[src/rtl/thor2021_pkg.sv]
// -----------------------------------------------------------------------------
// thor2021_pkg
// Shared types for the Thor2021 branch-resolution and branch-predictor blocks.
//   brres_state_t : branch-resolve control states
//   addr_t        : default-width instruction address
//   bpu_update_t  : predictor update record {pc, tkn}
// -----------------------------------------------------------------------------
package thor2021_pkg;

   localparam int unsigned ADDR_W = 32;
   localparam int unsigned DCNT_W = 4;   // drain window counter width (1..15)

   typedef enum logic [1:0] {
      IDLE,
      REDIR,
      DRAIN
   } brres_state_t;

   typedef logic [ADDR_W-1:0] addr_t;

   typedef struct packed {
      addr_t pc;
      logic  tkn;
   } bpu_update_t;

endpackage

[src/rtl/thor2021_perf_cnt.sv]
// -----------------------------------------------------------------------------
// thor2021_perf_cnt
// Free-running performance counter: increments by one when en_i is high,
// wraps silently at 2^W.
//   clk_i  : clock
//   rst_ni : asynchronous active-low reset (clears count)
//   en_i   : count enable
//   cnt_o  : current count
// -----------------------------------------------------------------------------
module thor2021_perf_cnt #(
   parameter int unsigned W = 40
) (
   input  logic         clk_i,
   input  logic         rst_ni,
   input  logic         en_i,
   output logic [W-1:0] cnt_o
);

   always_ff @(posedge clk_i or negedge rst_ni) begin
      if (!rst_ni) begin
         cnt_o <= '0;
      end else if (en_i) begin
         cnt_o <= cnt_o + 1'b1;
      end
   end

endmodule

[src/rtl/thor2021_branch_resolve.sv]
// -----------------------------------------------------------------------------
// thor2021_branch_resolve
// Branch-resolution stage behind the branch evaluator. Compares the resolved
// next PC with the PC fetch followed; on a mispredict it raises a held
// redirect to fetch, then squashes wrong-path instructions for DRAIN cycles.
// Every resolved branch produces a one-cycle predictor update record.
//   clk_i, rst_ni            : clock, asynchronous active-low reset
//   valid_i / ready_o        : instruction handshake
//   isbr_i                   : conditional branch (else pass-through)
//   takb_i, pc_i, tgt_i      : evaluator result, branch PC, taken target
//   ilen_i                   : instruction length (fall-through = pc + ilen)
//   pred_tkn_i, pred_pc_i    : fetch-time prediction / followed PC
//   redir_v_o, redir_pc_o,
//   redir_rdy_i              : redirect handshake towards fetch
//   squash_o                 : kill younger in-flight instructions
//   bpu_v_o, bpu_pc_o,
//   bpu_tkn_o                : predictor update strobe and record
//   nbr_o, nmis_o            : resolved-branch / mispredict counters
// -----------------------------------------------------------------------------
module thor2021_branch_resolve
   import thor2021_pkg::*;
#(
   parameter int unsigned AWID  = 32,
   parameter int unsigned DRAIN = 3,
   parameter int unsigned CNTW  = 40
) (
   input  logic            clk_i,
   input  logic            rst_ni,
   input  logic            valid_i,
   output logic            ready_o,
   input  logic            isbr_i,
   input  logic            takb_i,
   input  logic [AWID-1:0] pc_i,
   input  logic [AWID-1:0] tgt_i,
   input  logic [3:0]      ilen_i,
   input  logic            pred_tkn_i,
   input  logic [AWID-1:0] pred_pc_i,
   output logic            redir_v_o,
   output logic [AWID-1:0] redir_pc_o,
   input  logic            redir_rdy_i,
   output logic            squash_o,
   output logic            bpu_v_o,
   output logic [AWID-1:0] bpu_pc_o,
   output logic            bpu_tkn_o,
   output logic [CNTW-1:0] nbr_o,
   output logic [CNTW-1:0] nmis_o
);

   // The DRAIN parameter shadows the imported state literal, so the state is
   // always referenced with its package scope.
   brres_state_t      state_q, state_d;
   logic [DCNT_W-1:0] dcnt_q;
   logic [AWID-1:0]   fall;
   logic [AWID-1:0]   npc;
   logic              mis;
   logic              resolve;

   assign fall    = pc_i + AWID'(ilen_i);
   assign npc     = takb_i ? tgt_i : fall;
   assign mis     = (npc != pred_pc_i);
   // ready_o is 1 in IDLE, so a branch accept in IDLE is simply valid_i there.
   assign resolve = valid_i && isbr_i && (state_q == thor2021_pkg::IDLE);

   always_comb begin
      state_d   = state_q;
      ready_o   = 1'b1;
      redir_v_o = 1'b0;
      squash_o  = 1'b0;
      unique case (state_q)
         thor2021_pkg::IDLE: begin
            if (resolve && mis) state_d = thor2021_pkg::REDIR;
         end
         thor2021_pkg::REDIR: begin
            ready_o   = 1'b0;
            redir_v_o = 1'b1;
            squash_o  = 1'b1;
            if (redir_rdy_i) state_d = thor2021_pkg::DRAIN;
         end
         thor2021_pkg::DRAIN: begin
            squash_o = 1'b1;
            if (dcnt_q == DCNT_W'(1)) state_d = thor2021_pkg::IDLE;
         end
         default: state_d = thor2021_pkg::IDLE;
      endcase
   end

   always_ff @(posedge clk_i or negedge rst_ni) begin
      if (!rst_ni) begin
         state_q    <= thor2021_pkg::IDLE;
         dcnt_q     <= '0;
         redir_pc_o <= '0;
         bpu_v_o    <= 1'b0;
         bpu_pc_o   <= '0;
         bpu_tkn_o  <= 1'b0;
      end else begin
         state_q <= state_d;
         bpu_v_o <= resolve;
         if (resolve) begin
            bpu_pc_o  <= pc_i;
            bpu_tkn_o <= takb_i;
         end
         if (resolve && mis) begin
            redir_pc_o <= npc;
         end
         if ((state_q == thor2021_pkg::REDIR) && redir_rdy_i) begin
            dcnt_q <= DCNT_W'(DRAIN);
         end else if (state_q == thor2021_pkg::DRAIN) begin
            dcnt_q <= dcnt_q - 1'b1;
         end
      end
   end

   thor2021_perf_cnt #(.W(CNTW)) u_nbr (
      .clk_i  (clk_i),
      .rst_ni (rst_ni),
      .en_i   (resolve),
      .cnt_o  (nbr_o)
   );

   thor2021_perf_cnt #(.W(CNTW)) u_nmis (
      .clk_i  (clk_i),
      .rst_ni (rst_ni),
      .en_i   (resolve && mis),
      .cnt_o  (nmis_o)
   );

`ifndef SYNTHESIS
   // A direction error whose predicted PC agrees with the predicted direction
   // (and whose two candidate PCs differ) must be counted as a mispredict.
   a_dir_mis: assert property (@(posedge clk_i) disable iff (!rst_ni)
      (resolve && (pred_tkn_i != takb_i) && (tgt_i != fall) &&
       (pred_pc_i == (pred_tkn_i ? tgt_i : fall)))
      |=> (nmis_o == $past(nmis_o) + 1'b1));
`endif

endmodule

[config.mk]
export PLATFORM = sky130hd
export DESIGN_NAME = thor2021_branch_resolve
export DESIGN_NICKNAME = d
export VERILOG_FILES = /design/src/rtl/thor2021_pkg.sv /design/src/rtl/thor2021_perf_cnt.sv /design/src/rtl/thor2021_branch_resolve.sv
export SDC_FILE = /design/constraint.sdc
export NUM_CORES = 1
export LEC_CHECK = 0
export CORE_ASPECT_RATIO = 1.75
export CORE_UTILIZATION = 48
export DETAILED_ROUTE_END_ITERATION = 7
export GPL_TIMING_DRIVEN = 0
export MAX_ROUTING_LAYER = met4
export PLACE_DENSITY = 0.83
export RECOVER_POWER = 100
export SLEW_MARGIN = 20
export SYNTH_ARGS = -nofsm -noshare
export SYNTH_HDL_FRONTEND = slang
export SYNTH_SLANG_ARGS = --single-unit
[constraint.sdc]
create_clock -name clk_i -period 2.6 [get_ports clk_i]
set_input_delay 0.52 -clock clk_i [delete_from_list [all_inputs] [get_ports clk_i]]
set_output_delay 0.52 -clock clk_i [all_outputs]
set_load 0.01 [all_outputs]
==> results of run 1 <==
==> worst paths after layout <==
| kind | slack (ps) | start | to |
|---|---|---|---|
| max | -960 | pc_i[0] | redir_pc_o[2] |
| min | 270 | pc_i[0] | bpu_pc_o[0] |
| max reg2reg | -620 | state_q[0] | u_nmis.cnt_o[35] |
| min reg2reg | 470 | redir_pc_o[1] | redir_pc_o[1] |
| max in group asynchronous | 660 | rst_ni | bpu_pc_o[9] |
| min in group asynchronous | 380 | rst_ni | u_nmis.cnt_o[39] |
==> cells by family after synthesis <==
kind of cell               Yosys count  synth area share
and+or+nand+nor                    401             0.235
xor gates and xnor gates           155             0.161
DFF                                152             0.448
AOI/OAI and AO/OA                  108            0.0843
buffers and inverters               54            0.0273
muxes                               20            0.0252
adders and majority gates           12            0.0186
==> final cells by class <==
type	instances	area (um^2)
Timing Repair Buffer	293	2940
Antenna cell	3	7.51
Inverter	18	68.8
Fill cell	1241	4270
Multi-Input combinational cell	696	5130
Tap cell	231	289
Buffer	35	244
Sequential cell	152	3800
Clock buffer	19	433
Clock inverter	13	191
==> routing by layer <==
layer	GRT usage	up-vias
met2	0.623	375
li1	-	3756
met5	-	-
met1	0.355	4077
met4	0.240	0
met3	0.0492	145
==> power breakdown <==
group	switching, mW	total, mW	internal [mW]
Combinational	1.66	3.31	1.65
Sequential	0.401	3.38	2.98
Clock	1.06	2.69	1.62
==> per-stage QoR <==
stage               cell area [um^2]  utilization  hold WS [ps]
floorplan                       8600            -           224
global placement               11400        0.653           459
detailed placement             11400        0.656           461
CTS                            12700        0.730         0.254
global route                   13100        0.754           289
finish                         13100        0.754           268
==> state kept, by name, summed over array words and instances, names as in the netlist <==
name and cells:
dcnt_q 4, bpu_tkn_o 1, redir_pc_o 32, bpu_pc_o 32, state_q 2, bpu_v_o 1, u_nbr.cnt_o 40, u_nmis.cnt_o 40
==> worst max-delay path: stages <==
cell and delay, ps:
buf_8 100, ha_4 150, fa_2 370, a211oi_4 320, buf_6 160, buf_6 100, nor4_4 40, xor2_1 170
mux2i_2 300, xnor2_2 130, a211oi_2 230, nand4_1 270, o31ai_4 380, buf_6 180, buf_12 140, mux2_4 300
==> what timing repair did <==
action / in CTS / in global routing
gates resized for setup: 129 / 75
gates cloned: 4 / 2
buffers inserted: 29 / 11
pin swaps: 44 / 38
endpoints found under the setup margin: 120 / 81
==> cells in the final DEF (no fill, tap or decap), types with 22 or more instances in the layout <==
| cell type | netlist | final |
|---|---|---|
| xnor2_1 | 108 | 97 |
| xor2_1 | 46 | 45 |
| nand3_1 | 44 | 32 |
| clkdlybuf4s50_1 | 0 | 79 |
| a21oi_1 | 24 | 22 |
| and3_1 | 31 | 29 |
| dlygate4sd3_1 | 0 | 149 |
| nand4_1 | 28 | 28 |
| buf_4 | 1 | 28 |
| o21ai_0 | 43 | 26 |
| dfrtp_1 | 152 | 152 |
| nor2_1 | 48 | 42 |
| nand2_1 | 172 | 165 |
==> impl_metrics.yaml, run 1 <==
clocking:
  clkLatencyLatePin_ps: 440
  cts.clk_slew.worst_paths_ps: 70
  hold_buffers: 0
  tritoncts: "built"
  clockBufferDepth: 2
  cts_sinks: 152
  cts_max_level: 4
  cts-root-buf: "clkbuf_16"
  cts_buffers: 17
sta:
  finalCritPeriodShare: 1.37
  timing.final.max_slew_violations: 0
  worst_pin_slew_ps: 1360
  rsz0062_at_grt: "yes"
  period_needed_ps: 3560
  layout_setup_ws_ps: -964
  fmax_mhz: 281
  fin_skew_ps: 9.38
  finalSetupViolCount: 93
  hold_violations: 0
  max-slew-margin-rel: 0.0926
  tns_ps: -68520
synth:
  ys_top_cells_by_area: "dfrtp_1 45%, xnor2_1 11%, nand2_1 7.6%"
  postSynthAreaPerCell_um2: 9.41
  synth_area_mm2: 0.00849
  synth_warnings: 0
  yosysUniqueCellTypes: 66
  yosysMostFrequentCell: "nand2_1"
  syn_nets: 1021
  ys_seq_area_frac: 0.448
  async_flop_share: 1.00
  synth_seq_cells: 152
  synth_top_area_frac: 0.448
  synth_edf_count: 0
  ys.flop_type: "dfrtp_1"
  synthTopCellsByCount: "172 x nand2_1, 152 x dfrtp_1, 108 x xnor2_1"
  syn_inst: 902
  synth_area_leader_cell: "dfrtp_1"
grt:
  overflow: 0
  grt_pass1_wl_mm: 46.1
  grt.total_usage: 0.355
  grt_max_degree: 101
  grt_pass1_vias: 8546
  antenna_found_initial: 3
power_and_ir_drop:
  p_per_area_mw_per_mm2: 715
  ir_worst_vdd_mv: 0.568
  p_total_mw: 9.37
  leakage_nw: 6.08
min_path:
  hold_depth: 3
  hold_path_class: "in2reg"
critical_path:
  crit_fanout: 6
  end_kind: "register"
  arrival_ps: 3880
  crit_type: "in2reg"
  startpoint_type: "input pin"
  r2r_cells: 11
  critPathRequiredTime_ps: 2920
floorplan:
  top_level_ports: 256
  rows: 64
  fp.dieH_um: 178
  die_w_um: 103
  start_util: 0.489
  die_area_mm2: 0.0182
  core_region_area_mm2: 0.0174
cells_and_area:
  stdcell_count: 1460
  fin_nets: 1332
  area_growth_pct: 54.4
  drive_gt1_frac: 0.166
drt:
  dr_wl_met3_mm: 1.51
  drc_errors: 0
  drt_wl_total_mm: 31.3
  drt_iter0_markers: 381
  wl_met1_mm: 10.5
  route.met2.wl_mm: 16.8
  top_layer: "met4"
  via_per_inst: 5.72
  first_pass_iters: 5
  wl_per_cell_um: 21.4
  ant_nets: 0
  vias: 8353
place:
  dp.cells: 1380
  port_buffers: 246
  routabilityCongestion: 0.938
  dp_hpwl_mm: 22.6
  dpl_worst_slack_ps: -2340
flow_run:
  maxCapViolations: 0
status:
  status: "finished with violations"
  violations: "negative setup slack"
Note: power is estimated with default switching activity, not from simulation.
==> inputs of run 2 (changes only) <==
--- a/config.mk
+++ b/config.mk
@@ -12,7 +12,7 @@
 export MAX_ROUTING_LAYER = met4
 export PLACE_DENSITY = 0.83
 export RECOVER_POWER = 100
-export SLEW_MARGIN = 20
+export REMOVE_ABC_BUFFERS = 1
 export SYNTH_ARGS = -nofsm -noshare
 export SYNTH_HDL_FRONTEND = slang
 export SYNTH_SLANG_ARGS = --single-unit
==> run 2 against run 1 <==
The run ends with max-capacitance violations, max-slew violations, negative setup slack left. Cell count decreased by 0.21%. Non-clock buffer count decreased by 2. Cell area increased by 1.9%. Largest cell class unchanged. Largest power group is now combinational logic.
==> impl_metrics.yaml, run 2 (synthesis results as in run 1) <==
clocking:
  cts-root-buf: "clkbuf_16"
  tritoncts: "built"
  cts_sinks: 152
  clkLatencyLatePin_ps: 440
  clockBufferDepth: 2
  cts_max_level: 4
  hold_buffers: 0
  cts.clk_slew.worst_paths_ps: 60
  cts_buffers: 17
cells_and_area:
  final_cell_mix: "152 x dfrtp_1, 151 x nand2_1, 149 x dlygate4sd3_1"
  multi_input_area_mm2: 0.00528
  top_regs: "u_nbr.cnt_o: 40 flops, u_nmis.cnt_o: 40 flops"
  final_common_cell: "dfrtp_1"
  seq_area_mm2: 0.00380
  fin_area_mm2: 0.0134
  fill_cells: 1105
  fin_nets: 1331
  stdcell_count: 1457
  drive_gt1_frac: 0.208
  area_growth_pct: 57.3
critical_path:
  crit_type: "in2reg"
  critPathRequiredTime_ps: 2910
  crit_fanout: 8
  arrival_ps: 3900
  end_kind: "register"
  startpoint_type: "input pin"
sta:
  max-slew-margin-rel: -0.259
  fmax_mhz: 279
  finalSetupViolCount: 99
  period_needed_ps: 3590
  worst_pin_slew_ps: 1890
  fin_skew_ps: 9.28
  layout_setup_ws_ps: -989
  timing.final.max_slew_violations: 72
  rsz0062_at_grt: "yes"
  finalCritPeriodShare: 1.38
  hold_violations: 0
power_and_ir_drop:
  ir_worst_vdd_mv: 0.455
  leakage_nw: 6.15
  p_per_area_mw_per_mm2: 715
floorplan:
  start_util: 0.489
  die_w_um: 103
  core_region_area_mm2: 0.0174
  rows: 64
  top_level_ports: 256
  fp.dieH_um: 178
  die_area_mm2: 0.0182
status:
  status: "finished with violations"
  violations: "max-capacitance violations, max-slew violations, negative setup slack"
flow_run:
  maxCapViolations: 1
place:
  routabilityCongestion: 0.968
  port_buffers: 254
  dp.cells: 1357
  dp_hpwl_mm: 20.0
  placed_area_mm2: 0.0113
grt:
  grt_pass1_wl_mm: 44.6
  grt_pass1_vias: 8433
  grt_max_degree: 83
  overflow: 0
  antenna_found_initial: 2
  grt.total_usage: 0.340
drt:
  drc_errors: 0
  wl_per_cell_um: 20.7
  drt_wl_total_mm: 30.1
  first_pass_iters: 5
  drt_iter0_markers: 469
  ant_nets: 0
  via_per_inst: 5.74
  vias: 8368
min_path:
  hold_path_class: "in2reg"
run 2: final timing paths:
| path | to | depth (start not counted) | startpoint | slack (ps) |
|---|---|---|---|---|
| setup / recovery | redir_pc_o[30] | 15 | ilen_i[0] | -990 |
| hold / removal | bpu_pc_o[0] | 3 | pc_i[0] | 290 |
| setup reg to reg | u_nmis.cnt_o[35] | 11 | state_q[0] | -670 |
| hold reg to reg | u_nmis.cnt_o[39] | 1 | u_nmis.cnt_o[39] | 470 |
| max in group asynchronous | redir_pc_o[21] | 2 | rst_ni | 460 |
| min in group asynchronous | u_nmis.cnt_o[26] | 1 | rst_ni | 600 |
run 2: layout make-up:
class	count	area share
multi-input combinational	697	0.395
sequential	152	0.285
timing repair buffer	326	0.247
clock buffer	18	0.0329
tap	231	0.0216
clock inverter	13	0.0127
inverter	18	0.00562
antenna	2	0.000375
run 2: worst max-delay path: stages:
cell and delay (ps):
buf_8 80, ha_4 130, fa_2 240, a211oi_4 100
or4_4 590, buf_6 160, nor4_4 230, xnor2_2 200
o21ai_1 120, nor4_2 370, a31oi_4 160, o31ai_4 300
clkbuf_16 240, buf_16 140, mux2_4 300
run 2: timing repair:
item,CTS,global route
pin swaps,82,44
resized for setup,215,89
buffers inserted,46,18
gates cloned,6,0
endpoints found under the setup margin,134,82
run 2: stage by stage:
step | setup WS [ps] | util | setup TNS [ps] | power (mW) | hold WS (ps)
6_report | -989 | 0.769 | -69940 | 9.55 | 294
3_5_place_dp | -2590 | 0.650 | -213500 | 6.54 | 463
3_3_place_gp | -5910 | 0.642 | -1322540 | 6.41 | 460
4_1_cts | -961 | 0.752 | -64150 | 9.61 | 148
2_1_floorplan | -2000 | - | -128170 | 4.58 | 224
5_1_grt | -1090 | 0.769 | -82550 | 9.96 | 311
run 2: layer usage:
layer  global-route usage  vias up  routed length (um)
met5                    -        -                   0
met4                0.228        0                2290
met3               0.0532      142                1510
met2                0.587      405               15900
met1                0.346     4060               10400
li1                     -     3761                   -
run 2: report_power, final:
group          internal [mW]  total (mW)  switching, mW
clock                   1.54        2.58           1.04
sequential              2.98        3.41          0.435
combinational           1.80        3.56           1.76
total                   6.32        9.55           3.23
==> inputs of run 3 (changes only) <==
--- a/config.mk
+++ b/config.mk
@@ -6,13 +6,14 @@
 export NUM_CORES = 1
 export LEC_CHECK = 0
 export CORE_ASPECT_RATIO = 1.75
-export CORE_UTILIZATION = 48
+export CORE_UTILIZATION = 49
 export DETAILED_ROUTE_END_ITERATION = 7
 export GPL_TIMING_DRIVEN = 0
 export MAX_ROUTING_LAYER = met4
-export PLACE_DENSITY = 0.83
+export PLACE_DENSITY = 0.84
 export RECOVER_POWER = 100
 export REMOVE_ABC_BUFFERS = 1
 export SYNTH_ARGS = -nofsm -noshare
 export SYNTH_HDL_FRONTEND = slang
+export SYNTH_HIERARCHICAL = 1
 export SYNTH_SLANG_ARGS = --single-unit
==> run 3 against run 2 <==
The flow finishes with violations (negative setup slack). Core utilization down 1.4 points. Setup slack worse by 240 ps. Fmax down 6.4%.
==> impl_metrics.yaml, run 3 <==
drt:
  via_per_inst: 6.00
  drc_errors: 0
  drt_wl_total_mm: 31.2
  drt_iter0_markers: 666
  wl_per_cell_um: 21.1
  ant_nets: 0
  vias: 8895
  first_pass_iters: 8
synth:
  async_flop_share: 1.00
  yosysMostFrequentCell: "nand2_1"
  synth_warnings: 6
  muxShareOfSynthArea: 0.0477
  synth_area_mm2: 0.00886
  synth_area_leader_cell: "dfrtp_1"
  synth_edf_count: 0
  synth_fa_ha_area_frac: 0.0178
  yosys.area_share.simple: 0.236
  synth-compound-area-share: 0.0846
  ys_seq_area_frac: 0.429
  ys_top_cells_by_area: "dfrtp_1 43%, xnor2_1 8.5%, nand2_1 6.9%"
  syn_inst: 928
  yosysUniqueCellTypes: 78
  synthTopCellsByCount: "162 x nand2_1, 152 x dfrtp_1, 86 x xnor2_1"
  postSynthAreaPerCell_um2: 9.55
  synth_seq_cells: 152
  ys.flop_type: "dfrtp_1"
  synth_top_family_by_area: "simple AND/OR/NAND/NOR gates"
  synth_top_area_frac: 0.429
  yosys.area_share.xor_xnor: 0.152
cells_and_area:
  final_cell_mix: "157 x nand2_1, 152 x dfrtp_1, 139 x dlygate4sd3_1"
  drive_gt1_frac: 0.196
  final_common_cell: "nand2_1"
  top_regs: "u_nbr/cnt_o: 40 flops, u_nmis/cnt_o: 40 flops"
  area_growth_pct: 50.1
  stdcell_count: 1483
  fin_nets: 1359
  final_core_util: 0.755
sta:
  timing.final.max_slew_violations: 0
  layout_setup_ws_ps: -1230
  finalSetupViolCount: 117
  hold_violations: 0
  fin_skew_ps: 8.28
  whs_ps: 359
  rsz0062_at_grt: "yes"
  max-slew-margin-rel: 0.0514
  period_needed_ps: 3830
  finalCritPeriodShare: 1.47
  worst_pin_slew_ps: 1420
  fmax_mhz: 261
critical_path:
  crit_end: "u_nmis/cnt_o[37]"
  end_kind: "register"
  r2r_cells: 9
  reg2reg_to: "u_nbr/cnt_o[32]"
  crit_fanout: 8
  crit_type: "in2reg"
  arrival_ps: 4140
  critPathRequiredTime_ps: 2910
  reg2reg_from: "state_q[0]"
  crit_start: "pc_i[16]"
  startpoint_type: "input pin"
  r2r_slack_ps: -430
grt:
  antenna_found_initial: 1
  overflow: 0
  grt_pass1_vias: 8948
  grt_max_degree: 99
  grt.total_usage: 0.340
  grt_pass1_wl_mm: 47.7
clocking:
  cts.clk_slew.worst_paths_ps: 60
  clkLatencyLatePin_ps: 430
  cts_max_level: 4
  cts-root-buf: "clkbuf_16"
  hold_buffers: 0
  clockBufferDepth: 2
  cts_sinks: 152
  tritoncts: "built"
  cts_buffers: 17
floorplan:
  die_w_um: 104
  rows: 64
  die_area_mm2: 0.0186
  fp.dieH_um: 180
  top_level_ports: 256
  start_util: 0.503
  core_region_area_mm2: 0.0176
place:
  dp.cells: 1380
  dpl_worst_slack_ps: -3220
  routabilityCongestion: 0.932
  port_buffers: 254
  dp_hpwl_mm: 19.6
flow_run:
  maxCapViolations: 0
power_and_ir_drop:
  p_per_area_mw_per_mm2: 700
  leakage_nw: 6.19
  ir_worst_vdd_mv: 0.765
  p_total_mw: 9.31
status:
  status: "finished with violations"
  violations: "negative setup slack"
min_path:
  hold_path_class: "in2reg"
==> run 3: cell types whose count changed after synthesis, sizes merged, moves of 10 or more <==
cell,before,now
xor2,46,68
mux2,11,34
a21oi,24,10
nor3,20,30
xnor2,108,86
nand4,30,40
==> run 3: cell type report <==
| type | count | area (um^2) |
|---|---|---|
| Antenna cell | 1 | 2.50 |
| Clock buffer | 20 | 457 |
| Clock inverter | 10 | 95.1 |
| Fill cell | 1169 | 4310 |
| Inverter | 25 | 103 |
| Multi-Input combinational cell | 716 | 5400 |
| Sequential cell | 152 | 3800 |
| Tap cell | 231 | 289 |
| Timing Repair Buffer | 326 | 3150 |
| Timing Repair inverter | 2 | 10.0 |
==> run 3: logic make-up after synthesis <==
group / after synthesis
xor gates and xnor gates: 154
and+or+nand+nor: 399
AOI/OAI and AO/OA: 110
adders and majority gates: 12
muxes: 38
buffers and inverters: 63
DFF: 152
==> run 3: per-layer routing <==
metal	routed length [um]	vias to the layer above	share of wire	track usage
met5	0	-	0	-
met4	1960	0	0.063	0.198
met3	2520	182	0.081	0.0769
met2	15700	508	0.50	0.577
met1	11100	4308	0.35	0.363
li1	-	3897	-	-
==> run 3: worst max-delay path: stages <==
cell and delay [ps]:
clkdlybuf4s15_1 350, and4_4 300, nand3_1 180, o311a_1 420, o21ai_2 140, or4b_4 500, nor4_4 160, nand4_1 120
buf_4 180, o31ai_4 280, buf_8 150, clkinvlp_4 100, nand4_4 120, nor2_4 80, buf_6 120, nand4_4 180
nor4_4 50, xor2_1 170
==> run 3: worst min-delay path by stage <==
stage	from	endpoint	slack [ps]	cells past startpoint
after floorplan	rst_ni	bpu_pc_o[0]	220	0
after global placement	bpu_pc_o[20]	bpu_pc_o[20]	460	2
after detailed placement	u_nmis/cnt_o[39]	u_nmis/cnt_o[39]	460	1
after CTS	rst_ni	bpu_pc_o[10]	50	1
after global routing	pc_i[3]	bpu_pc_o[3]	360	3
final	pc_i[3]	bpu_pc_o[3]	360	3
==> run 3: repair_timing <==
| action | CTS | global route |
|---|---|---|
| setup buffers | 52 | 15 |
| gates resized for setup | 157 | 59 |
| cloned | 6 | 1 |
| pin swaps | 50 | 30 |
| endpoints found under the setup margin | 127 | 80 |
==> run 3: through the flow <==
stage,TNS (ps),instance area (um^2)
2_1_floorplan,-171050,8670
3_3_place_gp,-1349450,11500
3_5_place_dp,-251110,11600
4_1_cts,-73150,13100
5_1_grt,-99040,13300
6_report,-84750,13300
==> run 3: report_power, final <==
part / switching, mW / internal, mW / total (mW)
Sequential: 0.410 / 3.00 / 3.41
Combinational: 1.70 / 1.84 / 3.53
Clock: 1.01 / 1.36 / 2.37
